### src/rtl/terminate_pipeline_multi_if.sv
// terminate_pipeline_multi_if: issue-side and redirect-side handshake bundle for terminate_pipeline_multi.
interface terminate_pipeline_multi_if #(
    parameter int ADDR_W   = 16,
    parameter int FLAG_W   = 8,
    parameter int OFFSET_W = 8,
    parameter int TAG_W    = 4
);
    logic                in_valid;
    logic                in_ready;
    logic [3:0]          opcode;
    logic [ADDR_W-1:0]   reg_base_val;
    logic [3:0]          flag_index;
    logic [FLAG_W-1:0]   flag_vals;
    logic [OFFSET_W-1:0] offset;
    logic [3:0]          immediate;
    logic [TAG_W-1:0]    in_tag;
    logic                flush;
    logic                out_valid;
    logic                out_ready;
    logic                out_taken;
    logic                out_is_term;
    logic [ADDR_W-1:0]   out_addr;
    logic [TAG_W-1:0]    out_tag;

    modport master (
        output in_valid, opcode, reg_base_val, flag_index, flag_vals, offset, immediate, in_tag,
               flush, out_ready,
        input  in_ready, out_valid, out_taken, out_is_term, out_addr, out_tag
    );

    modport slave (
        input  in_valid, opcode, reg_base_val, flag_index, flag_vals, offset, immediate, in_tag,
               flush, out_ready,
        output in_ready, out_valid, out_taken, out_is_term, out_addr, out_tag
    );
endinterface

### src/rtl/terminate_pipeline_multi.sv
// terminate_pipeline_multi: STAGES-deep elastic, flushable resolver of block-terminate target and taken bit.
// Define TERMINATE_STATS_EN to add taken/not-taken handshake counters.
module terminate_pipeline_multi #(
    parameter int ADDR_W   = 16,
    parameter int FLAG_W   = 8,
    parameter int OFFSET_W = 8,
    parameter int TAG_W    = 4,
    parameter int STAGES   = 2
) (
    input logic clk,
    input logic rst,
    terminate_pipeline_multi_if.slave bus
`ifdef TERMINATE_STATS_EN
    ,
    output logic [31:0] stat_taken,
    output logic [31:0] stat_not_taken
`endif
);
    if (STAGES < 1 || STAGES > 4) begin : g_bad_stages
        $error("terminate_pipeline_multi: STAGES must be in 1..4");
    end

    logic              adv;
    logic              cond;
    logic              taken;
    logic              is_term;
    logic [ADDR_W-1:0] addr;
    logic              unused_imm;

    logic [STAGES-1:0] vld;
    logic [STAGES-1:0] tk;
    logic [STAGES-1:0] tm;
    logic [ADDR_W-1:0] ad [STAGES];
    logic [TAG_W-1:0]  tg [STAGES];

    assign adv          = !vld[STAGES-1] || bus.out_ready;
    assign bus.in_ready = adv;
    assign unused_imm   = ^bus.immediate[2:0];

    // Out-of-range flag indices read as a cleared flag.
    always_comb begin
        cond = 1'b0;
        for (int i = 0; i < FLAG_W; i++)
            if (int'(bus.flag_index) == i) cond = bus.flag_vals[i];
    end

    assign taken   = (bus.opcode == 4'b1111) | ((bus.opcode == 4'b1110) & (cond ^ bus.immediate[3]));
    assign is_term = bus.opcode[3:1] == 3'b111;
    assign addr    = bus.reg_base_val + ADDR_W'($signed(bus.offset));

    always_ff @(posedge clk or posedge rst) begin
        if (rst) begin
            vld <= '0;
            tk  <= '0;
            tm  <= '0;
            for (int i = 0; i < STAGES; i++) begin
                ad[i] <= '0;
                tg[i] <= '0;
            end
        end else begin
            if (bus.flush) begin
                vld <= '0;
            end else if (adv) begin
                vld[0] <= bus.in_valid;
                for (int i = 1; i < STAGES; i++) vld[i] <= vld[i-1];
            end
            if (adv) begin
                tk[0] <= taken;
                tm[0] <= is_term;
                ad[0] <= addr;
                tg[0] <= bus.in_tag;
                for (int i = 1; i < STAGES; i++) begin
                    tk[i] <= tk[i-1];
                    tm[i] <= tm[i-1];
                    ad[i] <= ad[i-1];
                    tg[i] <= tg[i-1];
                end
            end
        end
    end

    assign bus.out_valid   = vld[STAGES-1];
    assign bus.out_taken   = tk[STAGES-1];
    assign bus.out_is_term = tm[STAGES-1];
    assign bus.out_addr    = ad[STAGES-1];
    assign bus.out_tag     = tg[STAGES-1];

`ifdef TERMINATE_STATS_EN
    // Counted at the output handshake so flushed ops never contribute.
    always_ff @(posedge clk or posedge rst) begin
        if (rst) begin
            stat_taken     <= '0;
            stat_not_taken <= '0;
        end else if (bus.out_valid && bus.out_ready && bus.out_is_term) begin
            if (bus.out_taken) stat_taken <= stat_taken + 32'd1;
            else stat_not_taken <= stat_not_taken + 32'd1;
        end
    end
`endif
endmodule
### src/flat_wrapper.sv
// flat-port wrapper written by rule: the top's interface ports become plain ports
module terminate_pipeline_multi_flat 
#(
    parameter int ADDR_W   = 16,
    parameter int FLAG_W   = 8,
    parameter int OFFSET_W = 8,
    parameter int TAG_W    = 4,
    parameter int STAGES   = 2
)
  (clk, rst, bus_in_valid, bus_opcode, bus_reg_base_val, bus_flag_index, bus_flag_vals, bus_offset, bus_immediate, bus_in_tag, bus_flush, bus_out_ready, bus_in_ready, bus_out_valid, bus_out_taken, bus_out_is_term, bus_out_addr, bus_out_tag);
  terminate_pipeline_multi_if #(.ADDR_W(ADDR_W), .FLAG_W(FLAG_W), .OFFSET_W(OFFSET_W), .TAG_W(TAG_W)) bus_i ();
  input logic clk;
  input logic rst;
  input wire logic [$bits(bus_i.in_valid)-1:0] bus_in_valid;
  input wire logic [$bits(bus_i.opcode)-1:0] bus_opcode;
  input wire logic [$bits(bus_i.reg_base_val)-1:0] bus_reg_base_val;
  input wire logic [$bits(bus_i.flag_index)-1:0] bus_flag_index;
  input wire logic [$bits(bus_i.flag_vals)-1:0] bus_flag_vals;
  input wire logic [$bits(bus_i.offset)-1:0] bus_offset;
  input wire logic [$bits(bus_i.immediate)-1:0] bus_immediate;
  input wire logic [$bits(bus_i.in_tag)-1:0] bus_in_tag;
  input wire logic [$bits(bus_i.flush)-1:0] bus_flush;
  input wire logic [$bits(bus_i.out_ready)-1:0] bus_out_ready;
  output wire logic [$bits(bus_i.in_ready)-1:0] bus_in_ready;
  output wire logic [$bits(bus_i.out_valid)-1:0] bus_out_valid;
  output wire logic [$bits(bus_i.out_taken)-1:0] bus_out_taken;
  output wire logic [$bits(bus_i.out_is_term)-1:0] bus_out_is_term;
  output wire logic [$bits(bus_i.out_addr)-1:0] bus_out_addr;
  output wire logic [$bits(bus_i.out_tag)-1:0] bus_out_tag;
  assign bus_i.in_valid = bus_in_valid;
  assign bus_i.opcode = bus_opcode;
  assign bus_i.reg_base_val = bus_reg_base_val;
  assign bus_i.flag_index = bus_flag_index;
  assign bus_i.flag_vals = bus_flag_vals;
  assign bus_i.offset = bus_offset;
  assign bus_i.immediate = bus_immediate;
  assign bus_i.in_tag = bus_in_tag;
  assign bus_i.flush = bus_flush;
  assign bus_i.out_ready = bus_out_ready;
  assign bus_in_ready = bus_i.in_ready;
  assign bus_out_valid = bus_i.out_valid;
  assign bus_out_taken = bus_i.out_taken;
  assign bus_out_is_term = bus_i.out_is_term;
  assign bus_out_addr = bus_i.out_addr;
  assign bus_out_tag = bus_i.out_tag;
  terminate_pipeline_multi #(.ADDR_W(ADDR_W), .FLAG_W(FLAG_W), .OFFSET_W(OFFSET_W), .TAG_W(TAG_W), .STAGES(STAGES)) u_core (.clk(clk), .rst(rst), .bus(bus_i));
endmodule
### config.mk
export PLATFORM = sky130hd
export DESIGN_NAME = terminate_pipeline_multi_flat
export DESIGN_NICKNAME = d
export VERILOG_FILES = /design/src/rtl/terminate_pipeline_multi_if.sv /design/src/rtl/terminate_pipeline_multi.sv /design/src/flat_wrapper.sv
export SDC_FILE = /design/constraint.sdc
export NUM_CORES = 1
export LEC_CHECK = 0
export CORE_MARGIN = 5
export CORE_UTILIZATION = 25
export CTS_BUF_LIST = sky130_fd_sc_hd__clkbuf_2
export CTS_CLUSTER_SIZE = 25
export DETAILED_ROUTE_END_ITERATION = 6
export SYNTH_ARGS = -nofsm -noshare
export SYNTH_HDL_FRONTEND = slang
export SYNTH_SLANG_ARGS = --single-unit
### constraint.sdc
create_clock -name clk -period 2.3 [get_ports clk]
set_clock_uncertainty 0.15 [all_clocks]
set_input_delay 0.69 -clock clk [delete_from_list [all_inputs] [get_ports clk]]
set_output_delay 0.69 -clock clk [all_outputs]
set_load 0.01 [all_outputs]
Yosys cells after proc, flatten, opt, wreduce, memory -nomap -nowiden
Index checks and enable logic that the tools add are counted.

word-level totals
  word-level logic and storage cells = 35
  input port bits = 53
  register bits = 46
  output and inout port bits = 24

operators by class
  $add $sub $neg = 1
  bitwise gates (word level) = 3
  eq/ne operators = 10
  reductions and logical operators = 4
  muxes and demuxes = 10

operators with widths
  operator                                                               number
  4-bit equality test, second input constant                             6
  16-bit adder                                                           1
  4-bit by 3-bit equality test with 1-bit output, second input constant  2
  1-bit two-way mux                                                      8
  4-bit by 2-bit equality test with 1-bit output, second input constant  1
  4-bit zero test                                                        1
  2-bit two-way mux                                                      2
  3-bit equality test, second input constant                             1
  2-bit nonzero test                                                     1
  1-bit bitwise AND                                                      1
  1-bit zero test                                                        1
  1-bit logical OR                                                       1
  1-bit OR                                                               1
  1-bit XOR                                                              1

Logic depth before layout (Yosys ltp)
Gate-level depths: netlist of run 1.

  word-level depth = 12
  gate-level depth with buffers = 9
  gate-level depth less buffers = 9

Worst setup path before layout of run 1
Ideal clock, no wire load.

  kind = input port to flip-flop
  start = input bus_offset[4]
  end = register u_core.ad[31] in the netlist's numbering
  setup time = 0.074 ns
  arrival time = 2.281 ns
  buffers on the path = 0
  path slack = -0.204 ns
  data required time = 2.076 ns
  stages = 7
  cell sequence = ha_1 -> a2111oi_4 -> o21a_1 -> o21ai_2 -> a21oi_2 -> mux2_4 -> o21ai_2

on the way
  word-level cells in the longest chain between the ends = 1

RTL lines
  what                             line                            text
  from (decl)                      flat_wrapper.sv:19              input wire logic [$bits(bus_i.offset)-1:0] bus_offset;
  16-bit adder                     terminate_pipeline_multi.sv:49  assign addr = bus.reg_base_val + ADDR_W'($signed(bus.offset));
  to (signal, indexed assignment)  terminate_pipeline_multi.sv:75  ad[i] <= ad[i-1];
  to (decl)                        terminate_pipeline_multi.sv:33  logic [ADDR_W-1:0] ad [STAGES];

Every way passes these cells.
A chain may end at the register's enable or synchronous reset.

Final worst setup path of run 1
  start = input bus_reg_base_val[1]
  end = register u_core.ad[25] in the netlist's numbering

on the way
  word-level cells in the longest chain between the ends = 1

RTL lines
  what          line                            text
  from (decl)   flat_wrapper.sv:16              input wire logic [$bits(bus_i.reg_base_val)-1:0] bus_reg_base_val;
  16-bit adder  terminate_pipeline_multi.sv:49

Every way passes these cells.

==> impl_metrics.env, run 1 <==
export IMPL_status="finished with violations"
export IMPL_violations="negative setup slack"
export IMPL_synth_compound_area_share_pct=14.32
export IMPL_fmax_mhz=433.9
export IMPL_grt_ovfl_total=0
export IMPL_synth_cell_types=39
export IMPL_timing_hold_ws_ps=347.6
export IMPL_htreeDepth=2
export IMPL_pre_cts_ws_ps=-755.1
export IMPL_area_delta_synth_final_pct=46.16
export IMPL_crit_path_start_kind="input pin"
export IMPL_dpl_hpwl_mm=4.842
export IMPL_drc_errors=0
export IMPL_yosysTopAreaCell="dfrtp_1"
export IMPL_clockBufferDepth=2
export IMPL_synth_simple_area_share_pct=19.41
export IMPL_antenna_found_initial=0
export IMPL_synth_area_top_cells="dfrtp_1 (43%), nand2_1 (14%), ha_1 (7.1%), buf_4 (5.7%), xor2_1 (3.6%)"
export IMPL_clk_latency_ps=390
export IMPL_grt_pass1_wl_mm=10.71
export IMPL_synth_main_ff_cell="dfrtp_1"
export IMPL_num_vias=2281
export IMPL_worst_pin_slew_ps=496.2
export IMPL_postPlaceCellArea_mm2=0.003720
export IMPL_final_util_pct=37.61
export IMPL_drive_gt1_share_pct=21.41
export IMPL_rows=37
export IMPL_cts_tree="yes"
export IMPL_grt_max_degree=53
export IMPL_hold_buffers=0
export IMPL_final_nets=465
export IMPL_worst_setup_path_type="in -> reg"
export IMPL_viasPerCell=4.280
export IMPL_layout_setup_ws_ps=-4.558
export IMPL_coreArea_mm2=0.01032
export IMPL_avgSynthCellArea_um2=8.825
export IMPL_cts_sinks=46
export IMPL_synth_edf_count=0
export IMPL_rsz0062_at_grt="yes"
export IMPL_cts_root_buf="clkbuf_2"
export IMPL_min_period_over_period_pct=100.2
export IMPL_slew_headroom_pct=66.92
export IMPL_synth_nets=370
export IMPL_ant_nets=0
export IMPL_path_clk_slew_ps=230
export IMPL_hold_viol=0
export IMPL_power_density_mw_per_mm2=538.7
export IMPL_final_area_mm2=0.003882
export IMPL_crit_path_end_kind="flop"
export IMPL_initial_core_util_pct=25.73
export IMPL_grt_pass1_vias=2358
export IMPL_synth_most_common_cell="nand2_1"
export IMPL_synth_top_area_share_pct=43.33
export IMPL_min_path_type="reg -> reg"
export IMPL_wl_per_cell_um=11.68
export IMPL_die_x_um=113.1
export IMPL_routed_wl_mm=6.224
export IMPL_critical_path_required_ps=2450
export IMPL_grtUsageTotal_pct=10.02
export IMPL_drtIter0Drc=109
export IMPL_post_route_min_period_ps=2305
export IMPL_muxShareOfSynthArea_pct=2.638
export IMPL_ioPinCount=77
export IMPL_port_buffers=73
export IMPL_slew_viol_final=0
export IMPL_synth_top_family_by_area="simple AND/OR/NAND/NOR gates"
export IMPL_peakVddDrop_v=0.0001855
export IMPL_p_leak_nw=1.829
export IMPL_drt_pass1_iter_count=4
export IMPL_dieArea_mm2=0.01279
export IMPL_yosys_area_share_adder_pct=7.819
export IMPL_drv_cap=0
export IMPL_synth_warnings=0
export IMPL_setup_viol=1
export IMPL_crit_fanout=3
export IMPL_synth_xor_area_share_pct=4.286
export IMPL_cts_made_buffers=5
export IMPL_ys_ff_latch=46
export IMPL_synth_async_reset_ratio_pct=100.0
export IMPL_worst_r2r_setup_slack_ps=650
export IMPL_syn_cell_area_mm2=0.002656
export IMPL_seq_area_frac_synth_pct=43.33
export IMPL_ys_top_cells_by_count="nand2_1 (100), dfrtp_1 (46), buf_4 (20)"
export IMPL_synthCells=301
export IMPL_die_h_um=113.1
export IMPL_globalplace_congestion=0.7963
export IMPL_antennaDiodeCount=0
export IMPL_cp_arrival_ps=2460
==> cell families (layout without fill, tap and decap cells) <==
logic type | Yosys count | after routing
flip-flops | 46 | 46
XOR/XNOR | 13 | 13
multiplexers | 4 | 4
buffers and inverters | 38 | 134
AND/OR/NAND/NOR | 129 | 129
AO/OA/AOI/OAI | 55 | 55
adder cells (fa/ha/maj) | 16 | 16
==> path summary, 6_finish.rpt <==
kind | from | to | depth (start not counted)
worst max register to register | u_core.vld[1]$_DFFE_PP0P_ | u_core.ad[31]$_DFFE_PP0P_ | 8
worst max-delay path | bus_reg_base_val[1] | u_core.ad[25]$_DFFE_PP0P_ | 8
worst min-delay path | u_core.bus.out_addr[0]$_DFFE_PP0P_ | u_core.bus.out_addr[0]$_DFFE_PP0P_ | 2
worst min register to register | u_core.bus.out_addr[0]$_DFFE_PP0P_ | u_core.bus.out_addr[0]$_DFFE_PP0P_ | 2
min in group asynchronous | rst | u_core.bus.out_addr[14]$_DFFE_PP0P_ | 3
max in group asynchronous | rst | u_core.bus.out_addr[5]$_DFFE_PP0P_ | 3
==> per-stage QoR <==
step | std cells | setup TNS (ps) | power (mW)
floorplan | 301 | -54.63 | 1.471
CTS | 529 | 0 | 2.117
detailed placement | 518 | -7307 | 1.780
finish | 533 | -4.558 | 2.092
global route | 533 | -6.745 | 2.260
global placement | 518 | -6694 | 1.766
==> repair_timing <==
item	CTS	global route
setup buffers	3	4
setup endpoints to repair	9	11
pin swaps	15	10
resized for setup	18	19
==> cell type report <==
type	instances	area, um^2
Tap cell	136	170.2
Clock inverter	3	16.27
Multi-Input combinational cell	217	1409
Timing Repair Buffer	118	1081
Fill cell	1087	6441
Sequential cell	46	1151
Clock buffer	5	25.02
Inverter	8	30.03
==> power by group <==
part / switching [mW] / internal [mW] / leakage, nW
Sequential: 0.0703 / 0.946 / 0.550
Clock: 0.246 / 0.0695 / 0.0264
Combinational: 0.330 / 0.430 / 1.25
==> metal layers <==
layer,vias to the layer above,global-route usage [%],wire (um)
li1,1169,-,-
met1,1060,12.35,2730
met2,45,17.42,3150
met3,7,2.193,259
met4,0,3.125,83
met5,-,0,0
==> layout by cell type (no fill, tap or decap), drive strengths merged, types with 3 or more instances in the layout <==
master         count
dlymetal6s2s       8
a21oi             18
clkdlybuf4s50     53
xor2              11
o211ai             4
nand2            100
o21ai             18
ha                15
nand3              3
buf               45
nor3               5
clkbuf             7
o21a               3
dfrtp             46
inv                8
dlygate4sd2        9
nor2              14
==> sequential cells by signal (all words and copies together) (netlist names) <==
signal and count:
u_core.ad 16, u_core.bus.out_addr 16, u_core.bus.out_tag 4, u_core.tg 4, u_core.tk 2, u_core.tm 2
u_core.vld 2
==> worst max-delay path, stage by stage <==
cell and delay, ps:
dlygate4sd2_1 240, ha_1 310, a211oi_2 310, o211ai_1 180, a311o_1 300, a21oi_2 150
xor2_1 200, o21ai_1 70
Note: power is estimated with default switching activity, not from simulation.
==> inputs of run 2 (changes only) <==
- CORE_UTILIZATION: 25 -> 35
- CTS_CLUSTER_SIZE: 25 -> not set
==> impl_metrics.env, run 2 (synthesis gave the netlist of run 1 again) <==
export IMPL_p_leak_nw=1.802
export IMPL_rsz0062_at_grt="yes"
export IMPL_critical_path_required_ps=2450
export IMPL_grt_pass1_wl_mm=9.522
export IMPL_wl_per_cell_um=11.56
export IMPL_worst_r2r_setup_slack_ps=620
export IMPL_globalplace_congestion=0.7788
export IMPL_min_period_over_period_pct=99.42
export IMPL_crit_path_start_kind="input pin"
export IMPL_antennaDiodeCount=0
export IMPL_grt_max_degree=53
export IMPL_fillerInstances=685
export IMPL_drt_pass1_iter_count=4
export IMPL_postPlaceCellArea_mm2=0.003659
export IMPL_cts_made_buffers=5
export IMPL_stdcell_count=493
export IMPL_fmax_mhz=437.3
export IMPL_path_clk_slew_ps=210
export IMPL_peakVddDrop_v=0.0002265
export IMPL_die_h_um=97.12
export IMPL_rows=31
export IMPL_timing_hold_ws_ps=335.0
export IMPL_ant_nets=0
export IMPL_place_inst=479
export IMPL_clk_latency_ps=390
export IMPL_hold_viol=0
export IMPL_final_util_pct=52.36
export IMPL_hold_end="u_core.bus.out_tag[0]$_DFFE_PP0P_"
export IMPL_drc_errors=0
export IMPL_final_nets=463
export IMPL_dpl_hpwl_mm=4.320
export IMPL_reg2reg_from="u_core.vld[1]$_DFFE_PP0P_"
export IMPL_drv_cap=0
export IMPL_initial_core_util_pct=36.23
export IMPL_cp_arrival_ps=2440
export IMPL_cts_tree="yes"
export IMPL_cts_root_buf="clkbuf_2"
export IMPL_drtIter0Drc=117
export IMPL_slew_viol_final=0
export IMPL_area_delta_synth_final_pct=44.51
export IMPL_r2r_end="u_core.ad[31]$_DFFE_PP0P_"
export IMPL_viasPerCell=4.527
export IMPL_min_path_type="reg -> reg"
export IMPL_grt_ovfl_total=0
export IMPL_grt_pass1_vias=2147
export IMPL_drive_gt1_share_pct=21.57
export IMPL_ioPinCount=77
export IMPL_final_cell_mix="nand2_1 (100), clkdlybuf4s50_1 (56), dfrtp_1 (46)"
export IMPL_routed_wl_mm=5.698
export IMPL_grtUsageTotal_pct=11.85
export IMPL_fin_tns_setup_ps=0
export IMPL_status="finished clean"
export IMPL_die_x_um=97.12
export IMPL_final_common_cell="nand2_1"
export IMPL_setup_viol=0
export IMPL_hold_depth=2
export IMPL_worst_setup_path_type="in -> reg"
export IMPL_cts_sinks=46
export IMPL_coreArea_mm2=0.007331
export IMPL_worst_pin_slew_ps=501.7
export IMPL_final_area_mm2=0.003839
export IMPL_num_vias=2232
export IMPL_htreeDepth=2
export IMPL_dieArea_mm2=0.009431
export IMPL_antenna_found_initial=0
export IMPL_power_density_mw_per_mm2=569.1
export IMPL_rr_worst_depth=8
export IMPL_hp_start="u_core.tg[4]$_DFFE_PP0P_"
export IMPL_port_buffers=73
export IMPL_slew_headroom_pct=66.56
export IMPL_post_route_min_period_ps=2287
export IMPL_crit_fanout=3
export IMPL_hold_buffers=0
export IMPL_crit_path_end_kind="flop"
export IMPL_clockBufferDepth=2
==> run 2: how the worst max path moves through the flow <==
stage	startpoint	endpoint	slack, ps	depth (start not counted)
finish	bus_offset[1]	u_core.ad[25]$_DFFE_PP0P_	10	8
global route	bus_offset[4]	u_core.ad[31]$_DFFE_PP0P_	-8	8
CTS	bus_reg_base_val[8]	u_core.ad[31]$_DFFE_PP0P_	0.2	8
detailed placement	bus_offset[0]	u_core.ad[30]$_DFFE_PP0P_	-700	10
global placement	bus_offset[0]	u_core.ad[30]$_DFFE_PP0P_	-690	10
floorplan	bus_offset[0]	u_core.ad[30]$_DFFE_PP0P_	-40	9
==> run 2: timing repair <==
| item | in CTS | in global routing |
|---|---|---|
| endpoints found under the setup margin | 10 | 9 |
| pin swaps | 10 | 17 |
| setup buffers | 5 | 2 |
| resized for setup | 17 | 20 |
==> run 2: cell type report <==
cell class	count	area (um^2)	area share [%]
Multi-Input combinational cell	217	1419	36.96
Inverter	8	30.03	0.7823
Tap cell	99	123.9	3.227
Timing Repair Buffer	116	1056	27.51
Sequential cell	46	1151	29.99
Clock buffer	5	25.02	0.6519
Clock inverter	2	33.78	0.8801
==> run 2: power breakdown <==
group	internal, mW	total (mW)	leakage (nW)	switching [mW]
Sequential	0.946	1.02	0.550	0.0696
Combinational	0.429	0.755	1.22	0.325
Clock	0.175	0.415	0.0365	0.240
Total	1.55	2.18	1.80	0.634
==> run 2: critical path, cell delays in order <==
cell	delay (ps)
dlygate4sd2_1	240
ha_1	320
a211oi_2	290
o211ai_1	160
a311o_1	350
a21oi_2	130
xor2_1	190
o21ai_1	70
==> run 2: per-layer routing <==
metal / wire length, um / vias up / share of wire (%) / track usage (%)
met5: 0 / - / 0 / 0
met4: 85 / 0 / 1.5 / 3.888
met3: 176 / 8 / 3.1 / 1.866
met2: 2679 / 50 / 47 / 20.38
met1: 2757 / 1004 / 48 / 15.16
li1: - / 1170 / - / -
==> run 2: through the flow <==
stage / total power, mW / setup slack (ps)
finish: 2.184 / 13.39
detailed placement: 1.768 / -703.3
CTS: 2.193 / 0.1827
global placement: 1.755 / -686.8
floorplan: 1.471 / -41.56
global route: 2.331 / -7.770
==> inputs of run 3 (changes only) <==
- CTS_CLUSTER_SIZE: not set -> 14
- TNS_END_PERCENT: not set -> 30
==> impl_metrics.env, run 3 (synthesis gave the netlist of run 1 again) <==
export IMPL_final_common_cell="nand2_1"
export IMPL_viasPerCell=4.539
export IMPL_path_clk_slew_ps=200
export IMPL_initial_core_util_pct=36.23
export IMPL_cts_root_buf="clkbuf_2"
export IMPL_crit_buf_inv=2
export IMPL_p_int_mw=1.566
export IMPL_grtUsageTotal_pct=12.26
export IMPL_drt_pass1_iter_count=4
export IMPL_hold_viol=0
export IMPL_slew_viol_final=0
export IMPL_cp_depth=8
export IMPL_finalPower_mw=2.190
export IMPL_die_x_um=97.12
export IMPL_crit_path_end_kind="flop"
export IMPL_min_path_type="reg -> reg"
export IMPL_p_leak_nw=1.791
export IMPL_peakVddDrop_v=0.0002550
export IMPL_fmax_mhz=438.4
export IMPL_coreArea_mm2=0.007331
export IMPL_antenna_found_initial=0
export IMPL_switching_share_pct=28.51
export IMPL_fillerInstances=683
export IMPL_status="finished clean"
export IMPL_dieArea_mm2=0.009431
export IMPL_cts_made_buffers=5
export IMPL_cts_tree="yes"
export IMPL_power_density_mw_per_mm2=572.0
export IMPL_rr_worst_depth=8
export IMPL_clk_latency_ps=390
export IMPL_multi_input_area_mm2=0.001430
export IMPL_worst_setup_path_type="in -> reg"
export IMPL_crit_fanout=3
export IMPL_hold_buffers=0
export IMPL_timing_hold_ws_ps=337.8
export IMPL_final_util_pct=52.23
export IMPL_slew_headroom_pct=67.08
export IMPL_antennaDiodeCount=0
export IMPL_grt_ovfl_total=0
export IMPL_max_stage_delay_ps=450
export IMPL_clockBufferDepth=2
export IMPL_grt_max_degree=53
export IMPL_cts_sinks=46
export IMPL_post_route_min_period_ps=2281
export IMPL_grt_pass1_wl_mm=9.763
export IMPL_htreeDepth=2
export IMPL_clockPowerShare_pct=19.4
export IMPL_crit_slowest_cell="clkdlybuf4s50_1"
export IMPL_cp_cell_sequence="clkdlybuf4s50_1, ha_4, buf_4, nand3_1, a32oi_2, o2111ai_2, and3b_1, o31ai_2"
export IMPL_port_buffers=73
export IMPL_rows=31
export IMPL_cp_arrival_ps=2450
export IMPL_drive_gt1_share_pct=21.48
export IMPL_comb_power_share_pct=34.2
export IMPL_drtIter0Drc=70
export IMPL_setup_viol=0
export IMPL_area_delta_synth_final_pct=44.14
export IMPL_crit_path_start_kind="input pin"
export IMPL_critical_path_top_delay_family="compound AO/OA/AOI/OAI gates"
export IMPL_drv_cap=0
export IMPL_final_nets=459
export IMPL_worst_pin_slew_ps=493.8
export IMPL_grt_pass1_vias=2165
export IMPL_num_vias=2224
export IMPL_ant_nets=0
export IMPL_final_cell_mix="nand2_1 (100), clkdlybuf4s50_1 (57), dfrtp_1 (46)"
export IMPL_hold_depth=2
export IMPL_wl_per_cell_um=11.72
export IMPL_ioPinCount=77
export IMPL_p_sw_mw=0.6243
export IMPL_routed_wl_mm=5.743
export IMPL_p_seq_share_pct=46.4
export IMPL_min_period_over_period_pct=99.18
export IMPL_drc_errors=0
export IMPL_globalplace_congestion=0.7617
export IMPL_critical_path_required_ps=2470
export IMPL_dpl_hpwl_mm=4.369
export IMPL_die_h_um=97.12
export IMPL_regArea_mm2=0.001151
run 3: cell types whose count changed in the layout (fill, tap and decap cells not counted), sizes merged:
cell	change
buf	-2
clkdlybuf4s15	+1
dlygate4sd2	-2
clkdlybuf4s50	+1
clkinv	-1
run 3: per-stage QoR:
stage               instance area, um^2  setup TNS [ps]  std cells  setup WS [ps]
floorplan                          2689          -80.35        301         -41.56
global placement                   3646           -6649        479         -675.3
detailed placement                 3646           -7058        479         -738.9
CTS                                3744          -15.22        488         -11.09
global route                       3829          -55.51        490         -30.61
finish                             3829               0        490          18.89
run 3: area by class of cell:
| cell class | instances | share of cell area (%) |
|---|---|---|
| clock inverter | 1 | 0.7843 |
| inverter | 8 | 0.7843 |
| timing repair buffer | 112 | 26.86 |
| clock buffer | 7 | 0.9150 |
| multi-input combinational | 217 | 37.35 |
| tap | 99 | 3.235 |
| sequential | 46 | 30.07 |
run 3: path summary, 6_finish.rpt:
path,from,end,slack (ps)
max reg2reg,u_core.vld[1]$_DFFE_PP0P_,u_core.ad[31]$_DFFE_PP0P_,650
max,bus_reg_base_val[9],u_core.ad[30]$_DFFE_PP0P_,20
max in group asynchronous,rst,u_core.vld[1]$_DFFE_PP0P_,1320
min,u_core.bus.out_tag[0]$_DFFE_PP0P_,u_core.bus.out_tag[0]$_DFFE_PP0P_,340
min reg2reg,u_core.bus.out_tag[0]$_DFFE_PP0P_,u_core.bus.out_tag[0]$_DFFE_PP0P_,340
min in group asynchronous,rst,u_core.vld[0]$_DFFE_PP0P_,460
run 3: repair_timing:
| item | 4_1_cts | 5_1_grt |
|---|---|---|
| pin swaps | 12 | 19 |
| setup buffers | 1 | 2 |
| gates cloned | 0 | 0 |
| gates resized for setup | 24 | 18 |
| setup endpoints to repair | 10 | 8 |
run 3: power groups by stage:
stage | clock (mW) | combinational, mW | sequential [mW]
after floorplan | 0 | 0.451 | 1.02
after global placement | 0 | 0.720 | 1.03
after detailed placement | 0 | 0.728 | 1.04
after CTS | 0.451 | 0.740 | 1.02
after global routing | 0.483 | 0.833 | 1.04
final | 0.424 | 0.749 | 1.02
run 3: layer usage:
| layer | up-vias | track usage, % | share of wire [%] |
|---|---|---|---|
| met2 | 53 | 21.50 | 49 |
| li1 | 1157 | - | - |
| met4 | 0 | 4.212 | 1.7 |
| met5 | - | 0 | 0 |
| met1 | 1006 | 15.22 | 46 |
| met3 | 8 | 2.010 | 3.9 |
run 3: worst register-to-register path: cells and delay by family, from the launching register on:
family / cells / cell delay (ps)
AND/OR/NAND/NOR: 4 / 500
flip-flops: 1 / 420
buffers and inverters: 2 / 190
AO/OA/AOI/OAI: 1 / 100
multiplexers: 1 / 270
